### src/rtl/toi2s_pkg.sv
// ---------------------------------------------------------------------------
// toi2s_pkg
// Shared types and helpers for the multi-channel PWM output stage.
//   state_t     : amplifier power/gain state (OFF, RAMP_UP, RUN, RAMP_DOWN)
//   MODE_EDGE   : mode input value for edge-aligned modulation
//   MODE_CENTRE : mode input value for centre-aligned modulation
//   centre_lo() : first counter value of the high window in centre mode
// ---------------------------------------------------------------------------
package toi2s_pkg;

    typedef enum logic [1:0] {
        OFF       = 2'd0,
        RAMP_UP   = 2'd1,
        RUN       = 2'd2,
        RAMP_DOWN = 2'd3
    } state_t;

    localparam logic MODE_EDGE   = 1'b0;
    localparam logic MODE_CENTRE = 1'b1;

    // The high window of length duty is centred in a frame of 2^width
    // cycles; any odd leftover cycle ends up after the window.
    function automatic int centre_lo(input int duty, input int width);
        return ((1 << width) - duty) >>> 1;
    endfunction

endpackage

### src/rtl/toi2s_pwm_mc_if.sv
// ---------------------------------------------------------------------------
// toi2s_pwm_mc_if
// Sample stream into the PWM output stage (valid/ready handshake).
//   s_valid : sample word valid (source -> stage)
//   s_ready : stage can accept the word this cycle (stage -> source)
//   s_data  : NCH signed samples, channel c in bits [c*WIDTH +: WIDTH]
// Modports: master = sample source, slave = PWM stage.
// ---------------------------------------------------------------------------
interface toi2s_pwm_mc_if #(
    parameter int NCH   = 2,
    parameter int WIDTH = 8
) ();

    logic                   s_valid;
    logic                   s_ready;
    logic [NCH*WIDTH-1:0]   s_data;

    modport master (
        output s_valid,
        output s_data,
        input  s_ready
    );

    modport slave (
        input  s_valid,
        input  s_data,
        output s_ready
    );

endinterface

### src/rtl/toi2s_pwm_chan.sv
// ---------------------------------------------------------------------------
// toi2s_pwm_chan
// One PWM channel: scales the frame's sample by the ramp gain into a duty
// value (registered at the frame boundary) and compares it against the
// shared frame counter, giving a registered PWM output.
//   clk, rst_n : clock, synchronous active-low reset
//   load       : frame boundary, capture the new duty
//   sample     : signed sample that will play in the next frame
//   gain       : gain that will apply in the next frame (0..2^GAIN_W)
//   cnt        : shared frame counter
//   mode       : MODE_EDGE / MODE_CENTRE for the current frame
//   off        : stage is OFF, hold the output low
//   pwm_out    : PWM output, one cycle behind cnt
// ---------------------------------------------------------------------------
module toi2s_pwm_chan
    import toi2s_pkg::*;
#(
    parameter int WIDTH  = 8,
    parameter int GAIN_W = 4
) (
    input  logic                    clk,
    input  logic                    rst_n,
    input  logic                    load,
    input  logic signed [WIDTH-1:0] sample,
    input  logic [GAIN_W:0]         gain,
    input  logic [WIDTH-1:0]        cnt,
    input  logic                    mode,
    input  logic                    off,
    output logic                    pwm_out
);

    localparam int PW = WIDTH + GAIN_W + 2;
    localparam int LW = WIDTH + 1;
    localparam logic [WIDTH-1:0] HALF = {1'b1, {(WIDTH-1){1'b0}}};

    logic [WIDTH-1:0]      duty_q;
    logic [WIDTH-1:0]      duty_d;
    logic signed [PW-1:0]  sample_x;
    logic signed [PW-1:0]  gain_x;
    logic signed [PW-1:0]  prod;
    logic [LW-1:0]         lo;
    logic [LW-1:0]         hi;
    logic [LW-1:0]         cnt_x;
    logic                  hit;

    // Scaled sample lies in -2^(WIDTH-1)..2^(WIDTH-1)-1, so adding the
    // mid-scale offset modulo 2^WIDTH is just an MSB flip.
    always_comb begin
        sample_x = PW'(sample);
        gain_x   = PW'({1'b0, gain});
        prod     = sample_x * gain_x;
        duty_d   = WIDTH'(prod >>> GAIN_W) ^ HALF;
    end

    // Window bounds are one bit wider so lo+duty cannot wrap.
    always_comb begin
        lo    = LW'(centre_lo(int'(duty_q), WIDTH));
        hi    = lo + {1'b0, duty_q};
        cnt_x = {1'b0, cnt};
        if (mode == MODE_CENTRE) begin
            hit = (cnt_x >= lo) && (cnt_x < hi);
        end else begin
            hit = (cnt < duty_q);
        end
    end

    always_ff @(posedge clk) begin
        if (!rst_n) begin
            duty_q  <= HALF;
            pwm_out <= 1'b0;
        end else begin
            if (load) begin
                duty_q <= duty_d;
            end
            pwm_out <= hit && !off;
        end
    end

endmodule

### src/rtl/toi2s_pwm_mc.sv
// ---------------------------------------------------------------------------
// toi2s_pwm_mc
// Multi-channel audio PWM output stage with pop-free gain ramping.
//   clk, rst_n  : clock, synchronous active-low reset
//   en          : amplifier enable request, acted on at frame boundaries
//   mode        : 0 edge-aligned, 1 centre-aligned, taken at frame boundaries
//   smp         : sample stream (toi2s_pwm_mc_if.slave)
//   pwm_out     : one PWM output per channel
//   nenable_out : active-low amplifier enable
//   nmute_out   : active-low mute (1 = unmuted)
//   underrun    : one-cycle pulse when a frame starts without a new sample
//   frame_start : one-cycle pulse with the first pwm_out cycle of a frame
// A frame is 2^WIDTH cycles; the boundary is the cycle with cnt all ones.
// ---------------------------------------------------------------------------
module toi2s_pwm_mc
    import toi2s_pkg::*;
#(
    parameter int NCH    = 2,
    parameter int WIDTH  = 8,
    parameter int GAIN_W = 4
) (
    input  logic             clk,
    input  logic             rst_n,
    input  logic             en,
    input  logic             mode,
    toi2s_pwm_mc_if.slave    smp,
    output logic [NCH-1:0]   pwm_out,
    output logic             nenable_out,
    output logic             nmute_out,
    output logic             underrun,
    output logic             frame_start
);

    localparam logic [WIDTH-1:0]  CNT_LAST  = {WIDTH{1'b1}};
    localparam logic [GAIN_W:0]   GAIN_FULL = {1'b1, {GAIN_W{1'b0}}};
    localparam logic [GAIN_W:0]   GAIN_ONE  = {{GAIN_W{1'b0}}, 1'b1};

    logic [WIDTH-1:0]       cnt;
    logic                   boundary;
    logic                   live_q;
    logic                   full_q;
    logic                   hs;
    logic [NCH*WIDTH-1:0]   hold_q;
    logic [NCH*WIDTH-1:0]   sample_q;
    logic [NCH*WIDTH-1:0]   sample_new;
    state_t                 state_q;
    state_t                 state_nxt;
    logic [GAIN_W:0]        gain_q;
    logic [GAIN_W:0]        gain_nxt;
    logic                   mode_q;
    logic                   is_off;

    assign boundary = (cnt == CNT_LAST);
    assign is_off   = (state_q == OFF);

    // live_q keeps s_ready low until the first cycle after reset release.
    // At the boundary the hold entry drains, so a new word can always land.
    assign smp.s_ready = live_q && (!full_q || boundary);
    assign hs          = smp.s_valid && smp.s_ready;

    // Sample that plays in the next frame: buffered word first, then a
    // word arriving right at the boundary, otherwise repeat the last one.
    always_comb begin
        sample_new = sample_q;
        if (full_q) begin
            sample_new = hold_q;
        end else if (hs) begin
            sample_new = smp.s_data;
        end
    end

    always_ff @(posedge clk) begin
        if (!rst_n) begin
            cnt         <= '0;
            frame_start <= 1'b0;
            live_q      <= 1'b0;
        end else begin
            cnt         <= cnt + 1'b1;
            frame_start <= (cnt == '0);
            live_q      <= 1'b1;
        end
    end

    // Holding buffer and per-frame sample register.
    always_ff @(posedge clk) begin
        if (!rst_n) begin
            full_q   <= 1'b0;
            hold_q   <= '0;
            sample_q <= '0;
            underrun <= 1'b0;
        end else begin
            underrun <= 1'b0;
            if (boundary) begin
                sample_q <= sample_new;
                if (full_q) begin
                    if (hs) begin
                        hold_q <= smp.s_data;
                    end
                    full_q <= hs;
                end else if (!hs) begin
                    underrun <= !is_off;
                end
            end else if (hs) begin
                hold_q <= smp.s_data;
                full_q <= 1'b1;
            end
        end
    end

    // Gain/state transitions only happen at the boundary. A reversal of
    // direction holds the gain for that boundary.
    always_comb begin
        state_nxt = state_q;
        gain_nxt  = gain_q;
        if (boundary) begin
            unique case (state_q)
                OFF: begin
                    gain_nxt = '0;
                    if (en) begin
                        state_nxt = RAMP_UP;
                    end
                end
                RAMP_UP: begin
                    if (!en) begin
                        state_nxt = RAMP_DOWN;
                    end else begin
                        gain_nxt = gain_q + 1'b1;
                        if (gain_q == GAIN_FULL - GAIN_ONE) begin
                            state_nxt = RUN;
                        end
                    end
                end
                RUN: begin
                    gain_nxt = GAIN_FULL;
                    if (!en) begin
                        state_nxt = RAMP_DOWN;
                    end
                end
                RAMP_DOWN: begin
                    if (en) begin
                        state_nxt = RAMP_UP;
                    end else if (gain_q <= GAIN_ONE) begin
                        gain_nxt  = '0;
                        state_nxt = OFF;
                    end else begin
                        gain_nxt = gain_q - 1'b1;
                    end
                end
            endcase
        end
    end

    // Amplifier pins follow the next state so they switch together with it.
    always_ff @(posedge clk) begin
        if (!rst_n) begin
            state_q     <= OFF;
            gain_q      <= '0;
            mode_q      <= MODE_EDGE;
            nenable_out <= 1'b1;
            nmute_out   <= 1'b0;
        end else begin
            state_q     <= state_nxt;
            gain_q      <= gain_nxt;
            if (boundary) begin
                mode_q <= mode;
            end
            nenable_out <= (state_nxt == OFF);
            nmute_out   <= (state_nxt != OFF);
        end
    end

    for (genvar c = 0; c < NCH; c++) begin : g_chan
        toi2s_pwm_chan #(
            .WIDTH  (WIDTH),
            .GAIN_W (GAIN_W)
        ) u_chan (
            .clk     (clk),
            .rst_n   (rst_n),
            .load    (boundary),
            .sample  (sample_new[c*WIDTH +: WIDTH]),
            .gain    (gain_nxt),
            .cnt     (cnt),
            .mode    (mode_q),
            .off     (is_off),
            .pwm_out (pwm_out[c])
        );
    end

endmodule

### src/flat_wrapper.sv
// flat-port wrapper written by rule: the top's interface ports become plain ports
module toi2s_pwm_mc_flat import toi2s_pkg::*;
#(
    parameter int NCH    = 2,
    parameter int WIDTH  = 8,
    parameter int GAIN_W = 4
)
  (clk, rst_n, en, mode, pwm_out, nenable_out, nmute_out, underrun, frame_start, smp_s_valid, smp_s_data, smp_s_ready);
  toi2s_pwm_mc_if #(.NCH(NCH), .WIDTH(WIDTH)) smp_i ();
  input  logic clk;
  input  logic rst_n;
  input  logic en;
  input  logic mode;
  output logic [NCH-1:0] pwm_out;
  output logic nenable_out;
  output logic nmute_out;
  output logic underrun;
  output logic frame_start;
  input wire logic [$bits(smp_i.s_valid)-1:0] smp_s_valid;
  input wire logic [$bits(smp_i.s_data)-1:0] smp_s_data;
  output wire logic [$bits(smp_i.s_ready)-1:0] smp_s_ready;
  assign smp_i.s_valid = smp_s_valid;
  assign smp_i.s_data = smp_s_data;
  assign smp_s_ready = smp_i.s_ready;
  toi2s_pwm_mc #(.NCH(NCH), .WIDTH(WIDTH), .GAIN_W(GAIN_W)) u_core (.clk(clk), .rst_n(rst_n), .en(en), .mode(mode), .smp(smp_i), .pwm_out(pwm_out), .nenable_out(nenable_out), .nmute_out(nmute_out), .underrun(underrun), .frame_start(frame_start));
endmodule
### config.mk
export PLATFORM = sky130hd
export DESIGN_NAME = toi2s_pwm_mc_flat
export DESIGN_NICKNAME = d
export VERILOG_FILES = /design/src/rtl/toi2s_pkg.sv /design/src/rtl/toi2s_pwm_mc_if.sv /design/src/rtl/toi2s_pwm_chan.sv /design/src/rtl/toi2s_pwm_mc.sv /design/src/flat_wrapper.sv
export SDC_FILE = /design/constraint.sdc
export NUM_CORES = 1
export LEC_CHECK = 0
export BUFFER_PORTS_ARGS = -buffer_cell sky130_fd_sc_hd__buf_2
export CAP_MARGIN = 0
export CORE_UTILIZATION = 35
export DETAILED_ROUTE_END_ITERATION = 8
export PLACE_DENSITY = 0.58
export SLEW_MARGIN = 10
export SYNTH_ARGS = -nofsm -noshare
export SYNTH_HDL_FRONTEND = slang
export SYNTH_SLANG_ARGS = --single-unit
export TNS_END_PERCENT = 1
### constraint.sdc
create_clock -name clk -period 10.8 [get_ports clk]
set_input_delay 2.16 -clock clk [delete_from_list [all_inputs] [get_ports clk]]
set_output_delay 2.16 -clock clk [all_outputs]
set_load 0.01 [all_outputs]
[Yosys cells after proc, flatten, opt, wreduce, memory -nomap -nowiden]
Cells that the tools add are included.
Word-level totals
  register bits after elaboration: 72
  input bits: 21
  output and inout port bits: 7
  logic and storage cells: 81
Cells by class
  $add $sub $neg: 7
  multipliers: 2
  $lt $le $gt $ge: 7
  eq/ne operators: 6
  multiplexer cells: 24
  bitwise gates (word level): 4
  reductions and logical operators: 15
Operators with widths (number)
  16-bit two-way mux: 5
  8-bit by 6-bit multiplier with 12-bit output: 2
  5-bit two-way mux: 4
  5-bit case mux with 4 select lines: 1
  9-bit by 8-bit subtractor with 10-bit output, first input constant: 2
  9-bit by 8-bit adder with 9-bit output: 2
  8-bit by 9-bit >= comparator with 1-bit output: 2
  8-bit by 9-bit < comparator with 1-bit output: 2
  8-bit < comparator: 2
  2-bit two-way mux: 7
  8-bit by 1-bit adder with 8-bit output, second input constant: 1
  8-bit equality test, second input constant: 1
  8-bit zero test: 1
  2-bit case mux with 4 select lines: 1
  1-bit logical AND: 6
  1-bit two-way mux: 6
  5-bit by 1-bit adder with 5-bit output, second input constant: 1
  5-bit by 4-bit equality test with 1-bit output, second input constant: 1
  5-bit by 1-bit less-or-equal comparator with 1-bit output, second input constant: 1
  5-bit by 1-bit subtractor with 5-bit output, second input constant: 1
  2-bit equality test, second input constant: 2
  2-bit zero test: 2
  1-bit inverter: 4
  2-bit nonzero test: 2
  other kinds (5): 6

[Logic depth before layout (Yosys ltp)]
Gate-level depths: netlist of the first run.
  word-level depth: 8
  depth in mapped cells: 25
  gate-level depth less buffers: 24

[Cells and area by module]
From an unflattened synthesis of the first run, not the netlist that was laid out.
Unflattened totals
  cell total of the unflattened synthesis: 914
  area total of the unflattened synthesis: 7790.0 um^2
Modules (own cells, without submodules)
  toi2s_pwm_mc: instances 1, cells each 332, area each 2751.4 um^2, sequential area each 1081.0 um^2
  toi2s_pwm_chan at u_core.g_chan[0].u_chan: instances 1, cells each 290, area each 2527.4 um^2, sequential area each 180.2 um^2
  toi2s_pwm_chan at u_core.g_chan[1].u_chan: instances 1, cells each 292, area each 2511.2 um^2, sequential area each 180.2 um^2

[Worst setup path before layout of the first run]
Ideal clock, no wire load.
  path kind: input to register
  from: in en
  to: reg u_core.g_chan[1].u_chan.duty_q[7]
  library setup time: 0.137 ns
  data arrival time: 6.727 ns
  required time: 10.663 ns
  setup slack: 3.936 ns
  stages: 22
  path buffers: 2
  path through: buf_2 -> nor4_1 -> a21oi_1 -> o21ai_0 -> a32oi_1 -> o21ai_0 -> o31a_1 -> clkbuf_1 -> nor2_1 -> fa_1 -> inv_1 -> fa_1 -> fa_1 -> inv_1 -> ha_1 -> a21o_1 -> a21oi_1 -> o21ai_0 -> o41ai_1 -> xnor2_1 -> xnor2_1 -> o211ai_1
Between the ends
  word-level cells in the longest chain between the ends: 5
  elaborated cells between the ends (all ways): 6
  those cells by class: 1 x mul; 4 x mux; 1 x bitwise
Ends and longest elaborated chain
  start: declaration: RTL line flat_wrapper.sv:12  | input logic en;
  5-bit two-way mux, on equally long branches: RTL line toi2s_pwm_mc.sv:140, toi2s_pwm_mc.sv:124
  5-bit case mux with 4 select lines (*): RTL line toi2s_pwm_mc.sv:116  | unique case (state_q)
  5-bit two-way mux (*): RTL line toi2s_pwm_mc.sv:115  | if (boundary) begin
  8-bit by 6-bit multiplier with 12-bit output (*): RTL line toi2s_pwm_chan.sv:51  | prod = sample_x * gain_x;
  1-bit inverter (no source line) (*)
  end signal: assignment: RTL line toi2s_pwm_chan.sv:73  | duty_q <= duty_d;
  end: declaration: RTL line toi2s_pwm_chan.sv:36  | logic [WIDTH-1:0] duty_q;
Mark *: on every way between the ends. The rest lies on a longest branch, timed or not.
A chain may end at the register's enable or synchronous reset.

[Worst setup path after layout of the first run]
Ends and elaborated chain as after synthesis.

==> results of run 1 <==
through the flow:
stage / instances / hold slack [ns] / setup WS (ns) / instance area, sq um
detailed placement: 1198 / 0.505 / 3.43 / 7940
finish: 1214 / 0.520 / 3.77 / 8280
global placement: 1198 / 0.492 / 3.61 / 7940
global route: 1214 / 0.536 / 3.43 / 8280
CTS: 1214 / 0.519 / 3.78 / 8280
floorplan: 930 / 0.462 / 3.94 / 7590
registers in the layout, summed over array words and instances, names as in the netlist:
name,count
u_core.g_chan.u_chan.pwm_out,2
u_core.sample_q,16
u_core.live_q,1
u_core.mode_q,1
u_core.nenable_out,1
u_core.frame_start,1
u_core.state_q,2
u_core.full_q,1
u_core.g_chan.u_chan.duty_q,16
u_core.gain_q,5
u_core.cnt,8
u_core.hold_q,16
u_core.underrun,1
u_core.nmute_out,1
cell families (layout without fill, tap and decap cells):
group	Yosys count	in the layout	share of synthesized area [%]
simple gates	313	313	20.5
compound gates	167	167	14.2
flops	72	72	19.0
buf+inv	150	159	7.67
fa+ha+maj	144	144	28.2
mux	37	37	5.05
xor+xnor	47	47	5.42
cell type report:
type | count | area [sq um] | area share, %
Clock buffer | 10 | 229 | 2.77
Clock inverter | 6 | 108 | 1.30
Inverter | 113 | 424 | 5.13
Multi-Input combinational cell | 708 | 5570 | 67.3
Sequential cell | 72 | 1440 | 17.4
Tap cell | 275 | 344 | 4.16
Timing Repair Buffer | 30 | 158 | 1.91
layout by cell type, fill, tap and decap left out, drive strengths merged, types with 11 or more instances in the layout:
cell	count
dfxtp	72
o211ai	12
nor2	99
fa	45
nand3	15
buf	30
ha	98
a21oi	42
xnor2	37
o21ai	57
nand2	63
mux2i	27
nand2b	13
and2	29
nor3	11
nor2b	34
inv	113
final timing paths:
check | cells after the start | end | slack [ns]
max reg2reg | 21 | u_core.g_chan[1].u_chan.duty_q[7] | 4.35
min reg2reg | 2 | u_core.sample_q[8] | 0.52
min | 2 | u_core.sample_q[8] | 0.52
max | 21 | u_core.g_chan[1].u_chan.duty_q[7] | 3.77
critical path, cell delays in order:
cell	delay, ns
buf_2	0.19
nor4_1	0.28
a21oi_1	0.16
o21ai_0	0.10
a32oi_1	0.06
o21ai_0	0.16
o31a_1	0.60
nor2_1	0.14
fa_1	0.56
inv_1	0.05
fa_1	0.48
fa_1	0.56
inv_1	0.04
ha_1	0.34
a21o_1	0.20
a21oi_1	0.20
o21ai_0	0.16
o41ai_1	0.35
xnor2_1	0.19
xnor2_1	0.14
o211ai_1	0.09
power groups by stage:
stage | clock [mW] | sequential, mW | combinational, mW
2_1_floorplan | 0 | 0.280 | 0.0417
3_3_place_gp | 0 | 0.282 | 0.0574
3_5_place_dp | 0 | 0.282 | 0.0580
4_1_cts | 0.349 | 0.276 | 0.0583
5_1_grt | 0.359 | 0.277 | 0.0646
6_report | 0.342 | 0.276 | 0.0575
routing by layer:
metal	track usage (%)	up-vias	wire (um)
met5	0	-	0
met4	3.98	0	172
met3	2.05	11	350
met2	26.7	66	7910
met1	21.4	2879	8170
li1	-	3132	-
==> flow_summary.ini, run 1 <==
[floorplan]
io_pins = 28
die_w_um = 149
initial_core_util_pct = 35.9
rows = 53
die_y_um = 149
die_area_sq_mm = 0.0223
core_sq_mm = 0.0212

[logic_synthesis]
synth_commonest_cells = inv_1, nor2_1, ha_1
ys.flop_type = dfxtp_1
seq_area_frac_synth_pct = 19.0
yosys_warnings = 0
yosysTopAreaCellShare_pct = 19.0
syn_inst = 930
synth_seq_cells = 72
postSynthAreaPerCell_sq_um = 8.16
synth_edf_count = 0
yosysUniqueCellTypes = 65
syn-cell-area_sq_mm = 0.00759
synthArstFlopShare_pct = 0
yosysTopAreaCell = dfxtp_1
synthTopCellsByArea = dfxtp_1, ha_1, fa_1, inv_1, nor2_1
synth_most_common_cell = inv_1
syn_nets = 1094

[critical_path]
crit_fanout = 17
critPathArrivalTime_ns = 7.22
worstSetupStartpoint = en
worst_setup_path_start_kind = primary input
worstSetupPathType = in -> reg
end_kind = register
worstPathRequired_ns = 10.98
timing.rr.start = u_core.cnt[1]

[finish]
num_antenna_cells = 0
nFillCells = 2146
fin_nets = 1098
utilization_pct = 39.1
layout-drive-gt1-share_pct = 7.88
area_delta_synth_final_pct = 9.05

[global_routing]
grt_pass1_wl_um = 28700
grt_max_degree = 70
gr-usage-all-layers_pct = 15.9
antenna_found_initial = 0
grt_pass1_vias = 5906
grt_overflow_total = 0

[sta]
max_freq_mhz = 142
post-route-period-util_pct = 65.1
rsz0062_at_grt = false
hold_viol = 0
maxSlewViolCount = 0
fin_tns_setup_ns = 0
setup_viol = 0
layout_min_cycle_time_ns = 7.03
clock_skew_ns = 0.00871
tightest_slew_ns = 1.14
slew_headroom_pct = 24.3

[cts]
clk_latency_ns = 0.34
ctsLongestPathBuffers = 2
cts-buffers-inserted = 9
cts_tree = done
root_buffer = clkbuf_16
clkSlewWorstSetupHoldPaths_ns = 0.06
post_cts_buffers = 0
htree_levels = 3
cts_resized = 0
postCtsHoldBufs = 0
cts_sinks = 72

[outcome]
outcome = complete, no violations

[power_and_ir_drop]
p_sw_mw = 0.155
p_clk_share_pct = 50.6
internal_power_mw = 0.520
power.density_mw_per_mm2 = 81.6
vdd_ir_drop_max_mv = 0.0751
finalPower_mw = 0.675
comb_power_share_pct = 8.5
seq_power_share_pct = 40.9
p_leak_nw = 3.66
switching_share_pct = 23.0

[place]
dp_hpwl_um = 12900
routabilityCongestion = 0.838
portBuffers = 27

[routing]
drt-pass1-iter-count = 4
wire_per_inst_um = 13.7
drt_iter0_drc = 277
drc = 0
viasPerCell = 5.01
ant_nets = 0
wirelength_um = 16600
vias = 6088

[worst_hold_path]
min_from = u_core.sample_q[8]
hold_class = reg -> reg

[flow_run]
cap_violations = 0
Power figures use the tool's default switching activity.
==> inputs of run 2 (changes only) <==
Clock period 10.8 ns to 7.36 ns, I/O delays scaled along.
==> run 2 against run 1 <==
- clock skew about the same
- sequential power increased by 47%
- core utilization increased by 0.27 points
- worst hold slack got worse by 0.0062 ns
- setup slack got worse by 2.7 ns
- combinational power increased by 48%
- final area increased by 0.70%
- global-route usage increased by 0.13 points
- via count increased by 0.28%
- largest cell class unchanged
- highest routed layer unchanged
==> flow_summary.ini, run 2 (synthesized netlist as in run 1, its figures left out) <==
[finish]
fin_nets = 1104
area_delta_synth_final_pct = 9.81
utilization_pct = 39.4
final_common_cell = inv_1
design_area_sq_mm = 0.00833
reg_top3 = u_core.g_chan.u_chan.duty_q: 16 flops, u_core.hold_q: 16 flops, u_core.sample_q: 16 flops
layout-drive-gt1-share_pct = 8.47
mostFrequentLayoutCells = inv_1, nor2_1, ha_1, dfxtp_1, nand2_1
multi_input_area_sq_mm = 0.00557
seq_area_sq_mm = 0.00144
nFillCells = 2131

[floorplan]
rows = 53
die_w_um = 149
die_area_sq_mm = 0.0223
core_sq_mm = 0.0212
die_y_um = 149
io_pins = 28
initial_core_util_pct = 35.9

[place]
place_ws_ns = 0.896
dp_hpwl_um = 13100
portBuffers = 27
routabilityCongestion = 0.817
placed_cell_area_sq_mm = 0.00798

[cts]
root_buffer = clkbuf_16
cts_sinks = 72
clk_latency_ns = 0.34
clkSlewWorstSetupHoldPaths_ns = 0.06
cts-buffers-inserted = 9
postCtsHoldBufs = 0
htree_levels = 3
ctsLongestPathBuffers = 2
post_cts_buffers = 0
cts_resized = 0
cts_tree = done

[power_and_ir_drop]
power.density_mw_per_mm2 = 120
p_leak_nw = 3.70
vdd_ir_drop_max_mv = 0.105

[sta]
max_freq_mhz = 160
tightest_slew_ns = 1.20
maxSlewViolCount = 0
setup_slack_ns = 1.11
layout_min_cycle_time_ns = 6.25
rsz0062_at_grt = false
hold_viol = 0
slew_headroom_pct = 20.2
post-route-period-util_pct = 84.9
setup_viol = 0
fin_tns_setup_ns = 0
clock_skew_ns = 0.00834

[global_routing]
grt_overflow_total = 0
grt_pass1_wl_um = 28700
gr-usage-all-layers_pct = 16.0
antenna_found_initial = 1
grt_max_degree = 61
grt_pass1_vias = 5890

[flow_run]
cap_violations = 0

[critical_path]
path_cells = ha_1, and4_1, nand2_2, a21boi_1, and2_1, mux2_2, mux2i_1, nor2_1, fa_1, inv_1, fa_1, fa_1, inv_1, ha_1, a21o_1, a21oi_1, o21ai_0, o41ai_1, xnor2_1, xnor2_1, o211ai_1
worst_setup_path_start_kind = register
critPathArrivalTime_ns = 6.45
crit_slowest_cell = dfxtp_1
end_kind = register
worstPathRequired_ns = 7.56
max_stage_delay_ns = 0.55
cp_common_cell = fa_1
worstSetupPathType = reg -> reg
crit_fanout = 10

[routing]
wire_per_inst_um = 13.8
ant_nets = 0
drt_iter0_drc = 292
drc = 0
viasPerCell = 5.00
drt-pass1-iter-count = 4
vias = 6105
wirelength_um = 16800

[outcome]
outcome = complete, no violations

[worst_hold_path]
hold_class = reg -> reg
==> run 2: changes by cell type in the layout (fill, tap and decap cells not counted) <==
cell and delta:
buf_4 +6, clkbuf_8 +1, clkinv_2 -1, clkinv_4 +1
clkinvlp_4 -1, diode_2 +1
==> run 2: report_power, final <==
group	internal [mW]	total, mW	switching [mW]
clock	0.340	0.513	0.172
sequential	0.397	0.405	0.00866
combinational	0.0376	0.0850	0.0474
total	0.775	1.00	0.228
==> run 2: cell type report <==
cell class                 instances  share of cell area (%)
tap                              275                    4.13
sequential                        72                    17.3
clock inverter                     5                    1.25
clock buffer                      11                    2.91
inverter                         113                    5.09
multi-input combinational        708                    66.9
antenna                            1                  0.0300
timing repair buffer              36                    2.43
==> run 2: through the flow <==
step                std cells  total power [mW]  hold slack (ns)
floorplan                 930             0.472            0.462
global placement         1204             0.499            0.498
detailed placement       1204             0.500            0.503
CTS                      1220              1.01            0.517
global route             1221              1.04            0.546
finish                   1221              1.00            0.514
==> run 2: routing by layer <==
layer  track usage [%]  vias up  wire length, um
li1                  -     3146                -
met1              21.6     2864             8250
met3              2.39       16              445
met5                 0        -                0
met4              4.90        0              258
met2              26.2       79             7840
==> run 2: worst max-delay path, delay by kind of cell, from the launching register on <==
kind	cells	cell delay (ns)
AO/OA/AOI/OAI	6	1.20
XOR/XNOR	2	0.33
adder cells (fa/ha/maj)	5	2.15
buffers and inverters	2	0.09
flip-flops	1	0.55
multiplexers	2	0.81
AND/OR/NAND/NOR	4	0.97
==> run 2: path summary, 6_finish.rpt <==
| path | end | depth (start not counted) | startpoint | slack [ns] |
|---|---|---|---|---|
| setup / recovery | u_core.g_chan[1].u_chan.duty_q[7] | 21 | u_core.cnt[1] | 1.11 |
| hold / removal | u_core.sample_q[8] | 2 | u_core.sample_q[8] | 0.51 |
| setup reg to reg | u_core.g_chan[1].u_chan.duty_q[7] | 21 | u_core.cnt[1] | 1.11 |
| hold reg to reg | u_core.sample_q[8] | 2 | u_core.sample_q[8] | 0.51 |
==> inputs of run 3 (changes only) <==
Settings changed: PLACE_DENSITY 0.58 to 0.6.
Clock period 7.36 ns to 5.1 ns, I/O delays scaled along.
==> run 3 against run 2 <==
- final area grew 13%
- combinational power up 100%
- highest routed layer unchanged
- critical path depth decreased by 1
- count of clock-buffer cells in the layout decreased by 1
- non-clock buffer count increased by 107
- clock skew increased by 0.00053 ns
- clock power increased by 39%
- core utilization up 5.0 points
==> flow_summary.ini, run 3 (synthesized netlist as in run 1, its figures left out) <==
[outcome]
outcome = complete, no violations

[critical_path]
crit_fanout = 8
path_cells = buf_2, or4b_2, nand2_1, o22ai_1, a21oi_4, buf_6, nor2_1, ha_1, inv_1, fa_1, fa_1, inv_2, ha_4, a21o_1, a21oi_2, o21ai_2, o41ai_2, xnor2_1, xnor2_1, o211ai_1
worst_setup_path_start_kind = primary input
timing.rr.start = u_core.cnt[0]
critPathArrivalTime_ns = 5.23
worstSetupStartpoint = en
worstSetupPathType = in -> reg
worstPathRequired_ns = 5.30
crit_slowest_cell = or4b_2
end_kind = register
max_stage_delay_ns = 0.66

[place]
dp_hpwl_um = 13600
routabilityCongestion = 0.850
portBuffers = 27
place_ws_ns = -0.518
placed_cells = 1302

[floorplan]
die_area_sq_mm = 0.0223
rows = 53
die_y_um = 149
io_pins = 28
initial_core_util_pct = 35.9
die_w_um = 149
core_sq_mm = 0.0212

[sta]
tightest_slew_ns = 1.13
hold_viol = 0
slew_headroom_pct = 24.9
clock_skew_ns = 0.00887
max_freq_mhz = 199
maxSlewViolCount = 0
fin_tns_setup_ns = 0
rsz0062_at_grt = true
post-route-period-util_pct = 98.7
fin_worst_hold_slack_ns = 0.519
setup_slack_ns = 0.0686
layout_min_cycle_time_ns = 5.03
setup_viol = 0

[finish]
reg_top3 = u_core.g_chan.u_chan.duty_q: 16 flops, u_core.hold_q: 16 flops, u_core.sample_q: 16 flops
num_antenna_cells = 0
fin_nets = 1211
mostFrequentLayoutCells = inv_1, buf_4, nor2_1, ha_1, dfxtp_1
final_cells = 1327
layout-drive-gt1-share_pct = 21.0
area_delta_synth_final_pct = 23.7

[cts]
cts_tree = done
postCtsHoldBufs = 0
cts-buffers-inserted = 9
ctsLongestPathBuffers = 2
cts_sinks = 72
clkSlewWorstSetupHoldPaths_ns = 0.06
root_buffer = clkbuf_16
htree_levels = 3
clk_latency_ns = 0.35

[routing]
drt_iter0_drc = 242
viasPerCell = 4.86
wl_met1_um = 8350
routed.top_layer = met4
met3WireLength_um = 359
ant_nets = 0
drt-pass1-iter-count = 7
vias = 6455
drc = 0
wire_per_inst_um = 13.0
wirelength_um = 17300
wl_met2_um = 8400

[power_and_ir_drop]
power.density_mw_per_mm2 = 156
p_leak_nw = 4.25
vdd_ir_drop_max_mv = 0.156

[worst_hold_path]
min_from = u_core.hold_q[10]
hold_class = reg -> reg

[global_routing]
grt_pass1_wl_um = 28900
gr-usage-all-layers_pct = 16.1
grt_max_degree = 44
grt_overflow_total = 0
antenna_found_initial = 0
grt_pass1_vias = 6084

[flow_run]
cap_violations = 0
[run 3: cell types whose count changed in the layout (fill, tap and decap cells not counted), moves of 3 or more]
| cell | before | now |
|---|---|---|
| buf_6 | 0 | 3 |
| buf_12 | 0 | 3 |
| a21oi_1 | 42 | 39 |
| o21ai_1 | 4 | 8 |
| ha_4 | 0 | 4 |
| ha_1 | 98 | 94 |
| nor2_2 | 0 | 4 |
| inv_2 | 0 | 3 |
| nor2_1 | 99 | 94 |
| buf_4 | 9 | 110 |
| o21ai_0 | 52 | 47 |
| inv_1 | 113 | 110 |
[run 3: through the flow]
step | power [mW] | cell area [sq um] | utilization (%)
floorplan | 0.686 | 7740 | -
global route | 1.52 | 9390 | 44.4
finish | 1.46 | 9390 | 44.4
global placement | 0.753 | 8860 | 41.9
detailed placement | 0.754 | 8860 | 41.9
CTS | 1.47 | 9210 | 43.5
[run 3: metal layers]
layer  global-route usage (%)  vias to the layer above
met5                        0                        -
met4                     4.08                        0
met3                     2.48                       13
met2                     27.4                       49
met1                     21.2                     3038
li1                         -                     3355
[run 3: final timing paths]
path,end,slack (ns),cells past startpoint
worst max-delay path,u_core.g_chan[1].u_chan.duty_q[7],0.07,20
worst min register to register,u_core.hold_q[10],0.52,2
worst max register to register,u_core.g_chan[1].u_chan.duty_q[7],0.07,24
worst min-delay path,u_core.hold_q[10],0.52,2
[run 3: where the power goes]
part | internal, mW | switching, mW | leakage [nW]
Combinational | 0.0869 | 0.0840 | 3.51
Sequential | 0.573 | 0.00663 | 0.584
Clock | 0.443 | 0.267 | 0.155
[run 3: critical path, delay by kind of cell]
family / cells / cell delay, ns
buffers and inverters: 4 / 0.40
AO/OA/AOI/OAI: 7 / 1.23
AND/OR/NAND/NOR: 3 / 0.80
XOR/XNOR: 2 / 0.31
adder cells (fa/ha/maj): 4 / 1.49
[run 3: cell type report]
| class | count | area, sq um |
|---|---|---|
| Fill cell | 2089 | 11800 |
| Multi-Input combinational cell | 708 | 5790 |
| Sequential cell | 72 | 1440 |
| Timing Repair Buffer | 143 | 1050 |
| Inverter | 113 | 424 |
| Tap cell | 275 | 344 |
| Clock buffer | 10 | 239 |
| Clock inverter | 6 | 92.6 |
[run 3: repair_timing]
| action | 4_1_cts | 5_1_grt |
|---|---|---|
| endpoints found under the setup margin | 6 | 11 |
| gates resized for setup | 5 | 26 |
| pin swaps | 2 | 20 |
| setup buffers | 1 | 8 |
